==> src/rtl/compress_pkg.sv <==
// Shared types and default sizing for the token-table compressor.
// codeword_t and the DEF_* constants describe the default 32-bit configuration.
package compress_pkg;

    localparam int CW_WIDTH       = 32;
    localparam int DEF_TOKEN_BITS = 4;
    localparam int DEF_CNT_W      = 16;
    localparam int DEPTH          = 2 ** DEF_TOKEN_BITS;
    localparam logic [DEF_CNT_W-1:0] CNT_MAX = '1;

    typedef struct packed {
        logic                token;
        logic [CW_WIDTH-1:0] data;
    } codeword_t;

    typedef enum logic {
        EMPTY,
        FULL
    } state_t;

endpackage

==> src/rtl/token_cam.sv <==
// Programmable dictionary: entry storage, valid bits, load/clear and a
// combinational parallel match that reports the lowest matching index.
module token_cam #(
    parameter int WIDTH      = 32,
    parameter int TOKEN_BITS = 4
) (
    input  logic                  clk,
    input  logic                  reset,
    input  logic                  load_en,
    input  logic [TOKEN_BITS-1:0] load_idx,
    input  logic [WIDTH-1:0]      load_data,
    input  logic                  table_clr,
    input  logic [WIDTH-1:0]      lookup_data,
    output logic                  hit,
    output logic [TOKEN_BITS-1:0] hit_idx
);

    localparam int ENTRIES = 2 ** TOKEN_BITS;

    logic [WIDTH-1:0]   entries [ENTRIES];
    logic [ENTRIES-1:0] valid;

    always_ff @(posedge clk) begin
        if (load_en) begin
            entries[load_idx] <= load_data;
        end
    end

    // The later load assignment overrides the clear for that one bit.
    always_ff @(posedge clk or negedge reset) begin
        if (!reset) begin
            valid <= '0;
        end else begin
            if (table_clr) begin
                valid <= '0;
            end
            if (load_en) begin
                valid[load_idx] <= 1'b1;
            end
        end
    end

    // Scan from the top down so the lowest matching index is the last one written.
    always_comb begin
        hit     = 1'b0;
        hit_idx = '0;
        for (int i = ENTRIES - 1; i >= 0; i--) begin
            if (valid[i] && (entries[i] == lookup_data)) begin
                hit     = 1'b1;
                hit_idx = TOKEN_BITS'(i);
            end
        end
    end

endmodule

==> src/rtl/token_compressor.sv <==
// Encode side of the token-table path: valid/ready handshake, a single-stage
// codeword register driven by a dictionary lookup, and saturating hit/miss counters.
module token_compressor
    import compress_pkg::*;
#(
    parameter int WIDTH      = CW_WIDTH,
    parameter int TOKEN_BITS = DEF_TOKEN_BITS,
    parameter int CNT_W      = DEF_CNT_W
) (
    input  logic                  clk,
    input  logic                  reset,
    input  logic                  in_valid,
    output logic                  in_ready,
    input  logic [WIDTH-1:0]      in_data,
    output logic                  out_valid,
    input  logic                  out_ready,
    output logic                  out_token,
    output logic [WIDTH-1:0]      out_data,
    input  logic                  load_en,
    input  logic [TOKEN_BITS-1:0] load_idx,
    input  logic [WIDTH-1:0]      load_data,
    input  logic                  table_clr,
    output logic [CNT_W-1:0]      hit_count,
    output logic [CNT_W-1:0]      miss_count
);

    state_t                state;
    state_t                state_next;
    logic                  hit;
    logic [TOKEN_BITS-1:0] hit_idx;
    logic                  accept;
    logic                  drain;

    // Table writes block input so a lookup never races a dictionary update.
    assign in_ready  = !load_en && !table_clr && (!out_valid || out_ready);
    assign accept    = in_valid && in_ready;
    assign drain     = out_valid && out_ready;
    assign out_valid = (state == FULL);

    token_cam #(
        .WIDTH      (WIDTH),
        .TOKEN_BITS (TOKEN_BITS)
    ) u_cam (
        .clk         (clk),
        .reset       (reset),
        .load_en     (load_en),
        .load_idx    (load_idx),
        .load_data   (load_data),
        .table_clr   (table_clr),
        .lookup_data (in_data),
        .hit         (hit),
        .hit_idx     (hit_idx)
    );

    always_ff @(posedge clk or negedge reset) begin
        if (!reset) begin
            state <= EMPTY;
        end else begin
            state <= state_next;
        end
    end

    always_comb begin
        state_next = state;
        case (state)
            EMPTY:   if (accept) state_next = FULL;
            FULL:    if (drain && !accept) state_next = EMPTY;
            default: state_next = EMPTY;
        endcase
    end

    always_ff @(posedge clk or negedge reset) begin
        if (!reset) begin
            out_token <= 1'b0;
            out_data  <= '0;
        end else if (accept) begin
            out_token <= hit;
            out_data  <= hit ? WIDTH'(hit_idx) : in_data;
        end
    end

    always_ff @(posedge clk or negedge reset) begin
        if (!reset) begin
            hit_count  <= '0;
            miss_count <= '0;
        end else if (drain) begin
            if (out_token && (hit_count != '1)) begin
                hit_count <= hit_count + CNT_W'(1);
            end
            if (!out_token && (miss_count != '1)) begin
                miss_count <= miss_count + CNT_W'(1);
            end
        end
    end

endmodule
==> config.mk <==
export PLATFORM = sky130hd
export DESIGN_NAME = token_compressor
export DESIGN_NICKNAME = d
export VERILOG_FILES = /design/src/rtl/compress_pkg.sv /design/src/rtl/token_cam.sv /design/src/rtl/token_compressor.sv
export SDC_FILE = /design/constraint.sdc
export NUM_CORES = 1
export LEC_CHECK = 0
export BUFFER_PORTS_ARGS = -buffer_cell sky130_fd_sc_hd__buf_4
export CAP_MARGIN = 20
export CORE_MARGIN = 4
export CORE_UTILIZATION = 50
export DETAILED_ROUTE_END_ITERATION = 7
export GPL_TIMING_DRIVEN = 0
export HOLD_SLACK_MARGIN = 0.02
export PLACE_DENSITY_LB_ADDON = 0.08
export SETUP_SLACK_MARGIN = 0.2
export SLEW_MARGIN = 20
export SYNTH_ARGS = -nofsm -noshare
export SYNTH_HDL_FRONTEND = slang
export SYNTH_SLANG_ARGS = --single-unit
==> constraint.sdc <==
create_clock -name clk -period 2.95 [get_ports clk]
set_input_delay 0.1475 -clock clk [delete_from_list [all_inputs] [get_ports clk]]
set_output_delay 0.1475 -clock clk [all_outputs]
set_load 0.1 [all_outputs]
==> qor.csv, run 1 <==
metric,value,unit
top_reg_cell synth,edfxtp_1,
htree depth,3,
post-route ant nets,0,
clk root buf,clkbuf_16,
Synth Net Count,1901,
FF/Latch Area,0.0174,mm^2
grt ovf,0,
row count,83,
Worst Path Arrival,3.37,ns
clock power share,38.3,%
post-synthesis mux area share,0.0859,%
Commonest cells post-synth,"edfxtp_1, xor2_1, xnor2_1",
Worst-Margin Slew,0.928,ns
max-slew violations,0,
hold path depth,1,
reg2reg path depth,9,
Leakage,10.7,nW
largest net degree at the start of global routing,83,
share of layout cells above drive strength 1,16.0,%
I/O pins,141,
Logic pwr share,14.3,%
Post-DP HPWL,54.7,mm
Async SR Flop Fraction,13.8,%
Peak supply drop,0.372,mV
Net Sw Power,5.70,mW
global-route wire length before repair,126,mm
Critical Path RT,3.43,ns
Synth Area in Simple Gates,12.0,%
placer's final routability congestion estimate,0.943,
Slew HR,37.8,%
"Power, Total",20.3,mW
area of the multi-input gates,0.00855,mm^2
"CTS clk-pin slew, worst paths",0.06,ns
average size of a mapped cell,14.4,um^2
Reg2Reg Setup Slack,0.06,ns
Antenna diodes,0,
fmax,346,MHz
setup_tns,0,ns
Synth area leaders,"edfxtp_1, xor2_1, dfrtp_1",
initial core utilization,50.8,%
clock period minus worst slack,2.89,ns
Ys Warns,0,
largest family of logic cells by synthesized area,XOR/XNOR gates,
# Max-Cap Violations,0,
type of the worst setup path,reg2reg,
via count,17300,
"Distinct cells, synth",54,
Compound-Gate Fraction of Synth Area,0.983,%
cell count after synthesis,1825,
Clock Sinks,594,
CP Capture Type,register,
worst hold path class,in2reg,
power density over cell area,654,mW/mm^2
Num CTS Buffers,66,
DR pass1 iterations,6,
Worst Setup Start Kind,register,
initial antenna violation count,1,
leading area contributor after synthesis,edfxtp_1,
number of synthesized flops with an enable pin,512,
"Max FO, Critical Path",2,
sequential power share,47.3,%
final hold vios,0,
# nets final,2130,
status,"complete, no violations",
sequential area share after synthesis,66.5,%
Clock Latency Late Sink,0.60,ns
Synth Register Bits,594,
Setup WS pre-CTS,-1.12,ns
Clock Path Buffers,3,
RSZ-0062 raised after global routing,true,
Pint,14.6,mW
vias in the first global route,16600,
Finish-stage setup viols,0,
Iter 0 DRT Violations,2524,
core area,0.0516,mm^2
mapped cell area,0.0262,mm^2
die area,0.0562,mm^2
Synth Area in Adders,0.0955,%
Switching Share,28.1,%
Final Cycle Share,97.9,%
TritonCTS clock tree,built,
Fill cells,3965,
Residual DRC,0,
vias per cell,6.24,
port buffer count,107,
post-route setup slack,0.0610,ns
height of the die,237,um
GRT Total Usage,32.1,%
Synth-to-Final Area Change,18.1,%
Die Wd,237,um
Post-Synth XOR/XNOR Area,18.3,%
"count leader, synth",edfxtp_1,
clock skew,0.0233,ns
Routed WL,91.6,mm
area share of the largest cell type after synthesis,58.7,%
WL per Instance,32.9,um
==> stage by stage <==
stage               util, %  hold WS (ns)  cells  cell area, um^2
global placement       54.1         0.457   2612            27900
floorplan                 -        -0.148   1825            26200
CTS                    59.7        0.0216   2780            30800
finish                 60.0        0.0396   2782            31000
global route           60.0        0.0253   2782            31000
detailed placement     55.1         0.298   2632            28400
==> worst paths after layout <==
path	start	endpoint
worst max-delay path	u_cam.entries[12][22]	out_data[1]
worst min-delay path	load_data[21]	u_cam.entries[13][21]
worst max register to register	u_cam.entries[12][22]	out_data[1]
worst min register to register	out_data[30]	out_data[30]
max in group asynchronous	reset	out_data[12]
min in group asynchronous	reset	miss_count[2]
==> power by group through the flow <==
stage	Sequential, mW	Combinational (mW)	Clock, mW
after floorplan	10.6	0.882	0
after global placement	9.75	2.77	0
after detailed placement	9.76	2.82	0
after CTS	9.59	2.87	7.78
after global routing	9.61	2.99	8.17
final	9.59	2.91	7.77
==> per-layer routing <==
layer  vias to the layer above  global-route usage, %  share of wire [%]
li1                       7230                      -                  -
met1                      8701                   44.3                 38
met2                      1198                   49.2                 45
met3                       217                   7.52                 12
met4                         0                   13.6                4.6
met5                         -                      0                  0
==> area by class of cell <==
type                       count  share of cell area (%)
inverter                      13                   0.158
buffer                        76                    1.74
clock buffer                  92                    6.12
sequential                   594                    56.3
clock inverter                24                   0.335
tap                          680                    2.75
multi-input combinational   1142                    27.6
timing repair buffer         161                    5.00
==> cell families (layout without fill, tap and decap cells) <==
group / count (synthesis) / count (layout)
flops: 594 / 594
compound gates: 34 / 34
simple gates: 562 / 562
xor+xnor: 542 / 542
fa+ha+maj: 2 / 2
buf+inv: 89 / 366
mux: 2 / 2
==> layout by cell type, fill, tap and decap left out, types with 4 or more instances in the layout <==
cell type,synthesis,final
or4_1,14,10
clkinv_1,1,17
buf_16,0,8
o22ai_1,6,6
nand4b_1,15,15
dlygate4sd3_1,0,31
nor2_1,38,26
and3_1,4,4
dfrtp_1,82,82
a21o_1,10,10
nand3_1,59,58
nor4b_1,6,6
or3b_1,4,4
nand2_1,111,111
buf_6,10,14
buf_12,1,4
xnor2_1,212,210
nor4_2,1,17
nor3_1,33,27
nand2b_1,5,5
clkbuf_1,6,24
xor2_1,328,328
clkinv_2,0,7
nand4_1,103,103
nor4_1,149,132
buf_4,18,134
clkbuf_16,0,72
inv_1,12,12
or4_4,0,4
edfxtp_1,512,512
buf_8,2,9
buf_2,36,28
nor2_4,0,12
nor3_4,0,5
==> state kept, by name (all words and copies together), names as in the netlist <==
register	flops
hit_count	16
u_cam.entries	512
out_data	32
out_valid	1
miss_count	16
out_token	1
u_cam.valid	16
==> critical path, cell delays in order (launching register included) <==
cell and delay, ns:
edfxtp_1 0.38, xnor2_1 0.28, nand4_1 0.14, nor4_1 0.38, nand3_1 0.35, o211ai_1 0.30, a21oi_1 0.14, o311ai_2 0.38
a311oi_1 0.16, a221o_1 0.27
==> timing repair <==
| action | in CTS | in global routing |
|---|---|---|
| gates resized for setup | 18 | 22 |
| gates cloned | 0 | 0 |
| setup endpoints to repair | 21 | 33 |
| pin swaps | 16 | 10 |
| hold buffers | 31 | 0 |
| endpoints found under the hold margin | 400 | 0 |
| setup buffers | 1 | 2 |
Note: power is estimated with default switching activity, not from simulation.
==> run 2, diff against run 1 <==
--- a/config.mk
+++ b/config.mk
@@ -7,6 +7,8 @@
 export LEC_CHECK = 0
 export BUFFER_PORTS_ARGS = -buffer_cell sky130_fd_sc_hd__buf_4
 export CAP_MARGIN = 20
+export CELL_PAD_IN_SITES_DETAIL_PLACEMENT = 0
+export CELL_PAD_IN_SITES_GLOBAL_PLACEMENT = 1
 export CORE_MARGIN = 4
 export CORE_UTILIZATION = 50
 export DETAILED_ROUTE_END_ITERATION = 7
==> run 2 against run 1 <==
Against the previous run:
- sequential share of layout area down 0.31 points
- die area did not move
- utilization rose by 0.33 points
- register-to-register slack better by 0.07 ns
- flip-flop and latch count did not move
- worst hold slack better by 0.0090 ns
- largest cell class unchanged
==> qor.csv, run 2 (synthesis gave the netlist of run 1 again) <==
metric,value,unit
"commonest non-fill, non-tap cells in the layout","edfxtp_1, xor2_1, xnor2_1",
Peak supply drop,0.439,mV
initial core utilization,50.8,%
Leakage,10.8,nW
Reg2Reg Setup Slack,0.14,ns
area of the multi-input gates,0.00854,mm^2
leading registers by flop count,"u_cam.entries (512), out_data (32)",
Post-DP HPWL,54.9,mm
core area,0.0516,mm^2
WL per Instance,33.1,um
vias in the first global route,16600,
clock power share,39.9,%
clk root buf,clkbuf_16,
final hold vios,0,
Setup WS pre-CTS,-1.23,ns
Slew HR,31.1,%
sequential power share,46.1,%
GRT Total Usage,32.3,%
crit-path max cell delay,0.54,ns
max-slew violations,0,
Final Cycle Share,95.4,%
power density over cell area,668,mW/mm^2
largest net degree at the start of global routing,83,
worst hold start,load_data[17],
Synth-to-Final Area Change,18.8,%
Critical Path RT,3.42,ns
Finish-stage setup viols,0,
DR pass1 iterations,5,
grt ovf,0,
"Max FO, Critical Path",2,
Clock Latency Late Sink,0.61,ns
I/O pins,141,
Die Wd,237,um
CP bufs+invs,0,
Net Sw Power,5.75,mW
worst hold path class,in2reg,
Worst Path Arrival,3.28,ns
Iter 0 DRT Violations,2496,
Worst-Margin Slew,1.03,ns
Top reg by flops,u_cam.entries,
Worst path depth,9,
vias per cell,6.24,
FF/Latch Area,0.0174,mm^2
hold path depth,1,
Clock Path Buffers,3,
TritonCTS clock tree,built,
global-route wire length before repair,126,mm
placer's final routability congestion estimate,0.936,
number of flip-flops in the largest register,512,
Worst Setup SP,u_cam.entries[13][21],
critical path's slowest cell,or4_4,
status,"complete, no violations",
type of the worst setup path,reg2reg,
Switching Share,27.6,%
Pint,15.1,mW
initial antenna violation count,7,
via count,17400,
Residual DRC,0,
Worst Setup Start Kind,register,
clock period minus worst slack,2.81,ns
Util after Layout,60.3,%
Antenna diodes,0,
"commonest non-fill, non-tap cell in the layout",edfxtp_1,
clock skew,0.0288,ns
Fill cells,4057,
crit-path leading delay family,compound AO/OA/AOI/OAI gates,
"CTS clk-pin slew, worst paths",0.06,ns
reg2reg path depth,9,
port buffer count,107,
# Max-Cap Violations,0,
fmax,355,MHz
Logic pwr share,14.0,%
htree depth,3,
height of the die,237,um
Num CTS Buffers,66,
# nets final,2134,
share of layout cells above drive strength 1,16.0,%
row count,83,
CP Capture Type,register,
die area,0.0562,mm^2
post-route setup slack,0.135,ns
RSZ-0062 raised after global routing,true,
Routed WL,92.4,mm
FF-to-FF Start,u_cam.entries[13][21],
Clock Sinks,594,
worst-path cell chain,"xor2_1, nor4_1, nand4_1, or4_4, o211ai_1, a21oi_2, o311ai_4, a311oi_1, a221o_1",
post-route ant nets,0,
## run 2: cell count changes in the layout (fill, tap and decap cells not counted), sizes merged
cell         change
bufinv           +7
clkinv           -7
dlygate4sd3      +4
clkbuf           +2
inv              +1
## run 2: what timing repair did
| item | CTS | global route |
|---|---|---|
| pin swaps | 16 | 7 |
| setup buffers | 0 | 3 |
| gates resized for setup | 17 | 19 |
| setup endpoints to repair | 31 | 32 |
| endpoints found under the hold margin | 463 | 0 |
| hold buffers | 35 | 0 |
## run 2: routing by layer
| metal | track usage, % | up-vias | wire length (um) |
|---|---|---|---|
| met5 | 0 | - | 13 |
| met4 | 11.6 | 2 | 3750 |
| met3 | 5.72 | 204 | 11000 |
| met2 | 49.7 | 1178 | 41500 |
| met1 | 46.6 | 8763 | 36200 |
| li1 | - | 7258 | - |
## run 2: stage by stage
| stage | cell area [um^2] | hold WS (ns) | cells | TNS (ns) | total power, mW |
|---|---|---|---|---|---|
| after floorplan | 26200 | -0.148 | 1825 | 0 | 11.5 |
| after global placement | 27900 | 0.455 | 2612 | -160.49 | 12.5 |
| after detailed placement | 28400 | 0.302 | 2632 | -19.69 | 12.6 |
| final | 31100 | 0.0486 | 2789 | 0 | 20.8 |
| after CTS | 31000 | 0.0201 | 2786 | 0 | 20.8 |
| after global routing | 31100 | 0.0293 | 2789 | 0 | 21.3 |
## run 2: power groups by stage
stage | sequential, mW | combinational, mW | clock (mW)
CTS | 9.59 | 2.87 | 8.35
detailed placement | 9.77 | 2.82 | 0
finish | 9.59 | 2.90 | 8.30
global placement | 9.76 | 2.77 | 0
global route | 9.62 | 2.98 | 8.72
floorplan | 10.6 | 0.882 | 0
## run 2: worst reg2reg max path, delay by kind of cell (launching register included)
| family | cells | cell delay (ns) |
|---|---|---|
| DFF | 1 | 0.37 |
| xor gates and xnor gates | 1 | 0.17 |
| AOI/OAI and AO/OA | 5 | 1.14 |
| and+or+nand+nor | 3 | 1.02 |
## run 2: cell type report
type	instances	share of cell area, %
Sequential cell	594	56.0
Multi-Input combinational cell	1142	27.4
Clock buffer	94	5.91
Timing Repair Buffer	165	5.13
Tap cell	680	2.73
Buffer	76	1.72
Clock inverter	25	0.960
Inverter	13	0.157
## run 2: final timing paths
check                                        to
max in group asynchronous        u_cam.valid[9]
min in group asynchronous       u_cam.valid[15]
setup / recovery                    out_data[1]
hold / removal             u_cam.entries[9][17]
setup reg to reg                    out_data[1]
hold reg to reg                    out_data[29]
==> run 3, diff against run 2 <==
--- a/config.mk
+++ b/config.mk
@@ -11,11 +11,11 @@
 export CELL_PAD_IN_SITES_GLOBAL_PLACEMENT = 1
 export CORE_MARGIN = 4
 export CORE_UTILIZATION = 50
+export CTS_CLUSTER_SIZE = 40
 export DETAILED_ROUTE_END_ITERATION = 7
 export GPL_TIMING_DRIVEN = 0
 export HOLD_SLACK_MARGIN = 0.02
 export PLACE_DENSITY_LB_ADDON = 0.08
-export SETUP_SLACK_MARGIN = 0.2
 export SLEW_MARGIN = 20
 export SYNTH_ARGS = -nofsm -noshare
 export SYNTH_HDL_FRONTEND = slang
==> run 3 against run 2 <==
Against the previous run:
- sequential share of layout area increased by 0.19 points
- worst hold slack worse by 0.0034 ns
- setup slack got worse by 0.078 ns
- non-clock buffer count fell by 3
- first-iteration DRC count down 2.2%
- via count rose by 0.22%
- total power about the same
- final cell count stayed put
- largest power group unchanged
==> qor.csv, run 3 (synthesis gave the netlist of run 1 again) <==
metric,value,unit
Final Cycle Share,98.0,%
height of the die,237,um
post-route ant nets,0,
htree depth,3,
final hold slack,0.0452,ns
"commonest non-fill, non-tap cell in the layout",edfxtp_1,
worst hold path class,in2reg,
"Power, Total",20.8,mW
area of the multi-input gates,0.00845,mm^2
DR pass1 iterations,5,
reg2reg path depth,9,
# nets final,2131,
Clock Latency Late Sink,0.61,ns
Worst Path Arrival,3.42,ns
initial core utilization,50.8,%
FF/Latch Area,0.0174,mm^2
Critical Path RT,3.48,ns
FF-to-FF End,out_data[1],
initial antenna violation count,6,
via count,17400,
status,"complete, no violations",
share of layout cells above drive strength 1,15.4,%
Slew HR,32.4,%
"Max FO, Critical Path",2,
Util after Layout,60.1,%
crit-path max cell delay,0.50,ns
"non-filler cells, final",2789,
Num CTS Buffers,66,
Synth-to-Final Area Change,18.4,%
clock skew,0.0281,ns
largest net degree at the start of global routing,83,
row count,83,
clk root buf,clkbuf_16,
fmax,346,MHz
Clock Path Buffers,3,
leading registers by flop count,"u_cam.entries (512), out_data (32)",
hold path depth,1,
Worst Setup Start Kind,register,
Fill cells,4083,
max-slew violations,0,
power density over cell area,670,mW/mm^2
clock period minus worst slack,2.89,ns
grt ovf,0,
Leakage,10.7,nW
number of flip-flops in the largest register,512,
hold endpoint,u_cam.entries[9][17],
I/O pins,141,
Iter 0 DRT Violations,2440,
vias per cell,6.25,
"commonest non-fill, non-tap cells in the layout","edfxtp_1, xor2_1, xnor2_1",
Clock Sinks,594,
RSZ-0062 raised after global routing,false,
worst hold start,load_data[17],
WL per Instance,33.1,um
Finish-stage setup viols,0,
TritonCTS clock tree,built,
setup_tns,0,ns
FF-to-FF Start,u_cam.entries[15][6],
placer's final routability congestion estimate,0.936,
core area,0.0516,mm^2
vias in the first global route,16600,
setup repair bufs after CTS,0,
GRT Total Usage,32.3,%
placed cell count,2632,
worst-path cell chain,"xor2_1, nor4_1, nand3_1, nor4_1, o211ai_1, a21oi_2, o311ai_4, a311oi_1, a221o_1",
Top reg by flops,u_cam.entries,
# Max-Cap Violations,0,
die area,0.0562,mm^2
critical path's slowest cell,nor4_1,
Post-DP HPWL,54.9,mm
Die Wd,237,um
global-route wire length before repair,126,mm
Routed WL,92.3,mm
CP dominant cell by count,nor4_1,
Residual DRC,0,
port buffer count,107,
Peak supply drop,0.437,mV
Worst-Margin Slew,1.01,ns
type of the worst setup path,reg2reg,
final hold vios,0,
Reg2Reg Setup Slack,0.06,ns
"CTS clk-pin slew, worst paths",0.06,ns
CP Capture Type,register,
==> run 3: report_power, final <==
| group | total [mW] | internal (mW) | leakage (nW) | switching [mW] |
|---|---|---|---|---|
| registers | 9.59 | 9.42 | 5.69 | 0.175 |
| clock network | 8.30 | 4.96 | 1.05 | 3.34 |
| logic | 2.90 | 0.675 | 3.99 | 2.22 |
==> run 3: what timing repair did <==
item                                    4_1_cts  5_1_grt
gates resized for setup                      13        9
hold endpoints to repair                    463        0
endpoints found under the setup margin       12       15
pin swaps                                     6        7
gates cloned                                  0        0
hold buffers                                 35        0
==> run 3: how the worst max path moves through the flow <==
stage                               start       endpoint  slack [ns]  cells past startpoint
finish               u_cam.entries[15][6]    out_data[1]        0.06                      9
global route        u_cam.entries[15][13]    out_data[1]       0.009                      9
CTS                 u_cam.entries[15][30]    out_data[0]       0.002                      9
detailed placement            in_data[19]    out_data[1]       -1.23                     11
global placement              in_data[19]    out_data[1]       -1.22                     11
floorplan                   miss_count[0]  miss_count[9]        0.20                      8
==> run 3: metal layers <==
metal  GRT usage (%)  vias to the layer above  wire length, um
li1                -                     7256                -
met1            46.6                     8805            36200
met2            49.7                     1192            41800
met3            5.72                      190            10900
met4            11.6                        0             3450
met5               0                        -                0
==> run 3: final cells by class <==
class                   instances  area share (%)
diodes                          3          0.0242
well taps                     680            2.74
repair buffers                162            5.07
clock inverters                25           0.964
plain buffers                  76            1.72
flip-flops and latches        594            56.2
multi-input cells            1142            27.2
clock buffers                  94            5.93
inverters                      13           0.157
==> run 3: through the flow <==
step           instance area (um^2)  worst slack, ns
2_1_floorplan                 26200            0.201
3_3_place_gp                  27900            -1.22
3_5_place_dp                  28400            -1.23
4_1_cts                       31000          0.00199
5_1_grt                       31000          0.00868
6_report                      31000           0.0578
==> run 3: critical path, delay by kind of cell, from the launching register on <==
kind / cells / cell delay [ns]
AO/OA/AOI/OAI: 5 / 1.18
XOR/XNOR: 1 / 0.19
flip-flops: 1 / 0.38
AND/OR/NAND/NOR: 3 / 1.06
